--- src/rtl/uart_baud_gen_frac.sv ---
// Fractional oversample tick generator for the UART: divides Clk by Div_int + Div_frac/2^FRAC_W
// and derives per-bit and mid-bit ticks from the oversample phase.
module uart_baud_gen_frac #(
  parameter  int DIV_W        = 16,
  parameter  int FRAC_W       = 4,
  parameter  int OVS          = 16,
  parameter  int DEF_DIV_INT  = 325,
  parameter  int DEF_DIV_FRAC = 0,
  localparam int PH_W         = (OVS > 1) ? $clog2(OVS) : 1
) (
  input  logic              Clk,
  input  logic              Rst_n,
  input  logic              En,
  input  logic [DIV_W-1:0]  Div_int,
  input  logic [FRAC_W-1:0] Div_frac,
  input  logic              Div_load,
  input  logic              Rx_resync,
  output logic              Tick_ovs,
  output logic              Tick_bit,
  output logic              Tick_mid,
  output logic [PH_W-1:0]   Ovs_phase,
  output logic              Div_err
);

  localparam logic [DIV_W:0]  CNT_ONE  = (DIV_W+1)'(1);
  localparam logic [PH_W-1:0] PH_LAST  = PH_W'(OVS - 1);
  localparam logic [PH_W-1:0] PH_MID   = PH_W'(OVS / 2 - 1);

  logic [DIV_W:0]    cnt_q, cnt_d, period;
  logic [FRAC_W-1:0] acc_q, acc_d;
  logic [FRAC_W:0]   acc_sum;
  logic [PH_W-1:0]   phase_q, phase_d;
  logic [DIV_W-1:0]  act_int_q, act_int_d, pend_int_q, pend_int_d;
  logic [FRAC_W-1:0] act_frac_q, act_frac_d, pend_frac_q, pend_frac_d;
  logic              pend_vld_q, pend_vld_d;
  logic              run, tick, bad_load, load_ok, apply_ev;

  always_comb begin
    acc_sum  = {1'b0, acc_q} + {1'b0, act_frac_q};
    period   = {1'b0, act_int_q} + {{DIV_W{1'b0}}, acc_sum[FRAC_W]};
    run      = En && !Rx_resync;
    tick     = run && (cnt_q == period - CNT_ONE);
    bad_load = Div_load && (Div_int < DIV_W'(2));
    load_ok  = Div_load && !bad_load;
    apply_ev = tick || !En || Rx_resync;

    cnt_d       = cnt_q + CNT_ONE;
    acc_d       = acc_q;
    phase_d     = phase_q;
    act_int_d   = act_int_q;
    act_frac_d  = act_frac_q;
    pend_int_d  = pend_int_q;
    pend_frac_d = pend_frac_q;
    pend_vld_d  = pend_vld_q;

    if (!run) begin
      cnt_d   = '0;
      acc_d   = '0;
      phase_d = '0;
    end else if (tick) begin
      cnt_d   = '0;
      acc_d   = acc_sum[FRAC_W-1:0];
      phase_d = (phase_q == PH_LAST) ? '0 : phase_q + PH_W'(1);
    end

    // Divisor changes only land on interval boundaries so no interval is cut or stretched.
    if (apply_ev) begin
      if (load_ok) begin
        act_int_d  = Div_int;
        act_frac_d = Div_frac;
        pend_vld_d = 1'b0;
        acc_d      = '0;
      end else if (pend_vld_q) begin
        act_int_d  = pend_int_q;
        act_frac_d = pend_frac_q;
        pend_vld_d = 1'b0;
        acc_d      = '0;
      end
    end else if (load_ok) begin
      pend_int_d  = Div_int;
      pend_frac_d = Div_frac;
      pend_vld_d  = 1'b1;
    end
  end

  always_ff @(posedge Clk or negedge Rst_n) begin
    if (!Rst_n) begin
      cnt_q       <= '0;
      acc_q       <= '0;
      phase_q     <= '0;
      act_int_q   <= DIV_W'(DEF_DIV_INT);
      act_frac_q  <= FRAC_W'(DEF_DIV_FRAC);
      pend_int_q  <= '0;
      pend_frac_q <= '0;
      pend_vld_q  <= 1'b0;
    end else begin
      cnt_q       <= cnt_d;
      acc_q       <= acc_d;
      phase_q     <= phase_d;
      act_int_q   <= act_int_d;
      act_frac_q  <= act_frac_d;
      pend_int_q  <= pend_int_d;
      pend_frac_q <= pend_frac_d;
      pend_vld_q  <= pend_vld_d;
    end
  end

  assign Tick_ovs  = tick;
  assign Tick_bit  = tick && (phase_q == PH_LAST);
  assign Tick_mid  = tick && (phase_q == PH_MID);
  assign Ovs_phase = phase_q;
  assign Div_err   = bad_load;

endmodule
--- config.mk ---
export PLATFORM = sky130hd
export DESIGN_NAME = uart_baud_gen_frac
export DESIGN_NICKNAME = d
export VERILOG_FILES = /design/src/rtl/uart_baud_gen_frac.sv
export SDC_FILE = /design/constraint.sdc
export NUM_CORES = 1
export LEC_CHECK = 0
export BUFFER_PORTS_ARGS = -buffer_cell sky130_fd_sc_hd__buf_4
export CORE_ASPECT_RATIO = 1.2
export CORE_UTILIZATION = 54
export CTS_CLUSTER_SIZE = 24
export DETAILED_ROUTE_END_ITERATION = 8
export HOLD_SLACK_MARGIN = 0.03
export PLACE_DENSITY_LB_ADDON = 0.05
export SLEW_MARGIN = 20
export SYNTH_ARGS = -nofsm -noshare
export SYNTH_HDL_FRONTEND = slang
export SYNTH_SLANG_ARGS = --single-unit
--- constraint.sdc ---
create_clock -name Clk -period 4.03 [get_ports Clk]
set_input_delay 0.403 -clock Clk [delete_from_list [all_inputs] [get_ports Clk]]
set_output_delay 0.403 -clock Clk [all_outputs]
set_load 0.005 [all_outputs]
* Word level (Yosys, flattened, before mapping) *
Cells that the tools add are included.

word-level totals
  register bits after elaboration = 66
  input bits = 25
  output and inout bits = 8
  word-level logic and storage cells = 50

operators by class
  $add $sub $neg = 5
  order comparisons = 1
  equal/unequal tests = 4
  mux-type cells = 16
  bitwise operators = 1
  reductions and logical operators = 15

operator list
  operator               number
  $mux 4                 10
  $mux 17                2
  $mux 16                2
  $add 16x1->17          1
  $add 17x1->17 const B  1
  $eq 17x17->1           1
  $sub 17x1->17 const B  1
  $lt 16x2->1 const B    1
  $logic_and 1x1->1      6
  $add 4x4->5            1
  $add 4x1->4 const B    1
  $eq 4x3->1 const B     1
  $eq 4x4->1 const B     1
  $reduce_and 2->1       2
  $reduce_bool 2->1      2
  $logic_not 1->1        3
  $logic_or 1x1->1       2
  $mux 1                 2
  $ne 2x1->1 const B     1
  $not 1->1              1

* Logic depth before layout (Yosys ltp) *
  depth after elaboration = 10
  mapped depth = 15
  gate-level depth less buffers = 13

* Worst setup path before layout *
No wires, ideal clock.

  path kind = flip-flop to flip-flop
  start point = reg acc_q[0]
  end point = reg pend_frac_q[0]
  library setup time = 0.125 ns
  arrival time = 3.864 ns
  path slack = 0.041 ns
  stages on the path, launching flop included = 15
  clock period less this slack = 3.989 ns
  cells stage by stage = dfrtp_1 > ha_1 > fa_1 > a21o_1 > a21oi_1 > ha_1 > or4b_1 > buf_2 > or4_4 > a221oi_2 > and4b_1 > nand4_1 > o211ai_1 > buf_4 > mux2_2

on the way
  cells in the longest elaborated chain, start to end = 9

ends and longest elaborated chain
  element                            RTL line  RTL
  from (decl)                        30        logic [FRAC_W-1:0] acc_q, acc_d;
  from (signal assigned)             89        acc_q <= '0;
  from (signal assigned)             98        acc_q <= acc_d;
  $add 4x4->5                        39        acc_sum = {1'b0, acc_q} + {1'b0, act_frac_q};
  $add 16x1->17                      40        period = {1'b0, act_int_q} + {{DIV_W{1'b0}}, acc_sum[FRAC_W]};
  $sub 17x1->17                      42        tick = run && (cnt_q == period - CNT_ONE);
  $eq 17x17->1                       42
  $logic_and 1x1->1                  42
  $logic_or 1x1->1 (2 in series)     45        apply_ev = tick || !En || Rx_resync;
  $not 1->1 (no source line)         -
  $reduce_and 2->1 (no source line)  -
  to (signal assigned)               103       pend_frac_q <= pend_frac_d;
  to (decl)                          34        logic [FRAC_W-1:0] act_frac_q, act_frac_d, pend_frac_q, pend_frac_d;

No other way between the ends.
A chain may end at the register's enable or synchronous reset.

* Worst setup path after layout *
  start point = reg act_frac_q[0]
  end point = out Tick_bit

on the way
  cells in the longest elaborated chain, start to end = 6

ends and longest elaborated chain
  element                 RTL line  RTL
  from (decl)             34
  from (signal assigned)  92        act_frac_q <= FRAC_W'(DEF_DIV_FRAC);
  from (signal assigned)  101       act_frac_q <= act_frac_d;
  $add 4x4->5             39
  $add 16x1->17           40
  $sub 17x1->17           42
  $eq 17x17->1            42
  $logic_and 1x1->1       42
  $logic_and 1x1->1       109       assign Tick_bit = tick && (phase_q == PH_LAST);
  to (decl)               19        output logic Tick_bit,

No other way between the ends.

==> results by group <==
STA
  – Slew Limit Fails: 0
  – TNS Setup: -1.79 ns
  – Hold WS: 0.114 ns
  – Max Clk Rate: 232 MHz
  – Worst slew pin tran: between 1 and 1.5 ns
  – Count of final hold-check violations: 0
  – Crit path time final: about 4.3 ns
  – Setup Viol. Count Final: 24
  – Final setup margin: -0.279 ns
  – Final period util: 107%
  – RSZ-0062 raised after global routing: yes
  – Skew final: roughly 0.012 ns
  – Slew HR: 30.3%

Synthesis
  – Sequential fraction of the synthesis area: a little over 40%
  – Netlist cell types: 57
  – Syn nets: roughly 440
  – Ys async rst share: between 90% and 100%
  – Ys Warns: 0
  – Leading post-synthesis cells by cell area: dfrtp_1 (39%), mux2i_1 (6.5%), mux2_2 (5.6%)
  – Syn_area_per_cell: roughly 10 um2
  – Top cell type's share of synthesized area: 38.7%
  – Cell Area, Synth: 0.00401 mm2
  – EDFF count, synth: 0
  – Primary FF master, synth: dfrtp_1
  – Cell taking the most area after synthesis: dfrtp_1
  – Synth Register Bits: 66
  – Post-Syn Instances: slightly above 400

Finish
  – Most frequent cells in the layout: dfrtp_1 (62), buf_4 (58), nor2_1 (34)
  – Fin cells: about 550
  – Filler cell count: around 560
  – Multi-input gate area: 0.00235 mm2
  – Sequential Area: around 0.0017 mm2
  – Share of cells above drive strength 1: between 20 and 30%
  – Commonest non-fill, non-tap cell in the layout: dfrtp_1
  – Nets: between 400 and 500
  – Layout area overhead: 25.3%
  – # diodes: 0

Global routing
  – Busiest grt layer: met2
  – First-pass GRT wire length: around 16 mm
  – GR Layer Usage met2: ~45%
  – Remaining Overflow, GRT: 0
  – Met3 usage: under 10%
  – Total GRT Usage: between 20% and 30%
  – Vias in the first global route: around 3,200
  – Initial antenna violation count: 0
  – Met1 Track Usage GR: between 30% and 40%
  – Largest net degree at the start of global routing: 67

Clocking
  – TritonCTS clock tree: yes
  – Clock sink count: 66
  – Clk slew on worst S/H paths: ~0.09 ns
  – Clk_lat worst skew: between 0.3 and 0.4 ns
  – TritonCTS buffer count: 9
  – CTS H-tree depth: 3
  – Clk root buf: clkbuf_8
  – Longest Clk Path Bufs: 2

Route
  – DR iter-0 viols: 168
  – Vias per cell: roughly 6
  – Via count: around 3,300
  – Post-DRT Antenna Nets: 0
  – Post-route DRC: 0
  – DR pass1 iterations: 4
  – Wire per inst: around 19 um
  – Routed wire length: around 11 mm

Setup path
  – Max incr delay on CP: approximately 0.50 ns
  – Worst Path Max Fanout: 5
  – Crit path arrival time: 3.91 ns
  – Critical path, cell by cell: ha_2 -> fa_2 -> a21o_1 -> a21oi_2 -> ha_2 -> or4b_4 -> or4_4 -> a221oi_2 -> and4b_1 -> buf_4 -> nand4_1 -> nor4_2 -> buf_4
  – Crit Path Class: reg2out
  – Crit end category: output port
  – Type of origin of the critical path: flip-flop
  – Required @ worst endpoint: about 3.6 ns
  – Slowest CP cell: or4_4

Run status
  – Failing checks: setup timing
  – Run status: complete, but fails checks

Die
  – Cell row count: 34
  – Die H: approximately 96 um
  – Die area: roughly 0.0078 mm2
  – Die Span X: a little over 80 um
  – Initial Utilization: between 50% and 60%
  – IO Pins: 33
  – Core area: a little over 0.007 mm2

Place
  – GP Congestion: 0.965
  – Placed cells: 519
  – DP HPWL: 6.51 mm
  – Port bufs: 32

Power and ir drop
  – Power Density: 366 mW/mm2
  – Pleak: approximately 2.2 nW
  – Worst VDD drop: 379 uV

Worst hold path
  – Worst hold path type: in2async

Job
  – Max-cap violations: 0
==> logic make-up (layout without fill, tap and decap cells) <==
kind of cell               count (synthesis)  count (layout)  synth area share (%)
and+or+nand+nor                          134             134                  18.5
AOI/OAI and AO/OA                         77              77                  13.6
DFF                                       66              66                  41.3
muxes                                     46              46                  12.1
buffers and inverters                     36              95                  3.96
xor gates and xnor gates                  35              35                  7.64
adders and majority gates                  9               9                  2.99
==> power breakdown <==
group | switching [W] | internal [W] | total, W
Clock | 0.000292 | 0.000304 | 0.000596
Sequential | 0.0000846 | 0.000743 | 0.000828
Combinational | 0.000199 | 0.000219 | 0.000418
==> Yosys cell counts (all sizes together) (9+ instances only) <==
cell,number
dfrtp,62
nor2,34
mux2i,26
a21oi,24
a32oi,22
xnor2,22
nand2,21
mux2,20
clkbuf,17
nand3,16
xor2,13
buf,11
nor3,9
nor4,9
==> registers in the layout, indices dropped and copies added (netlist names) <==
register,flops
pend_int_q,16
act_frac_q,4
cnt_q,17
acc_q,4
act_int_q,16
pend_frac_q,4
pend_vld_q,1
Ovs_phase,4
==> worst paths after layout <==
check	to	cells past startpoint	startpoint	slack [ns]
max reg2reg	pend_frac_q[1]$_DFFE_PN0P_	14	act_frac_q[0]$_DFFE_PN0P_	-0.08
min reg2reg	pend_int_q[11]$_DFFE_PN0P_	1	pend_int_q[11]$_DFFE_PN0P_	0.51
min	Ovs_phase[2]$_DFFE_PN0P_	1	Rst_n	0.11
min in group Clk	pend_frac_q[3]$_DFFE_PN0P_	2	Div_frac[3]	0.28
max in group asynchronous	pend_int_q[2]$_DFFE_PN0P_	1	Rst_n	3.33
max	Tick_bit	13	act_frac_q[0]$_DFFE_PN0P_	-0.28
==> repair_timing <==
action / CTS / global route
cloned: 2 / 5
endpoints found under the setup margin: 44 / 61
hold buffers: 0 / 0
buffers inserted: 8 / 5
pin swaps: 10 / 5
gates resized for setup: 18 / 31
==> per-layer routing <==
metal	part of all wire [%]	wire (um)
met5	0	0
met4	2.7	282
met3	4.0	419
met2	49	5140
met1	44	4660
==> layout make-up <==
class / count / share of cell area [%]
clock buffer: 10 / 2.74
multi-input combinational: 301 / 46.8
timing repair buffer: 71 / 13.4
clock inverter: 6 / 1.29
sequential: 66 / 32.9
tap: 90 / 2.24
inverter: 8 / 0.597
==> per-stage QoR <==
step | utilization, % | total power [W] | worst slack [ns] | instance area (um2)
floorplan | - | 0.00106 | 0.0409 | 4010
global placement | 61.2 | 0.00117 | -0.0848 | 4430
detailed placement | 61.2 | 0.00118 | -0.242 | 4430
CTS | 66.4 | 0.00179 | -0.229 | 4800
global route | 69.5 | 0.00192 | -0.488 | 5030
finish | 69.5 | 0.00184 | -0.279 | 5030
==> critical path: cells and delay by family, from the launching register on <==
kind / cells / cell delay, ns
compound gates: 3 / 0.52
simple gates: 5 / 1.60
fa+ha+maj: 3 / 0.75
flops: 1 / 0.39
buf+inv: 2 / 0.28
Note: power is estimated with default switching activity, not from simulation.
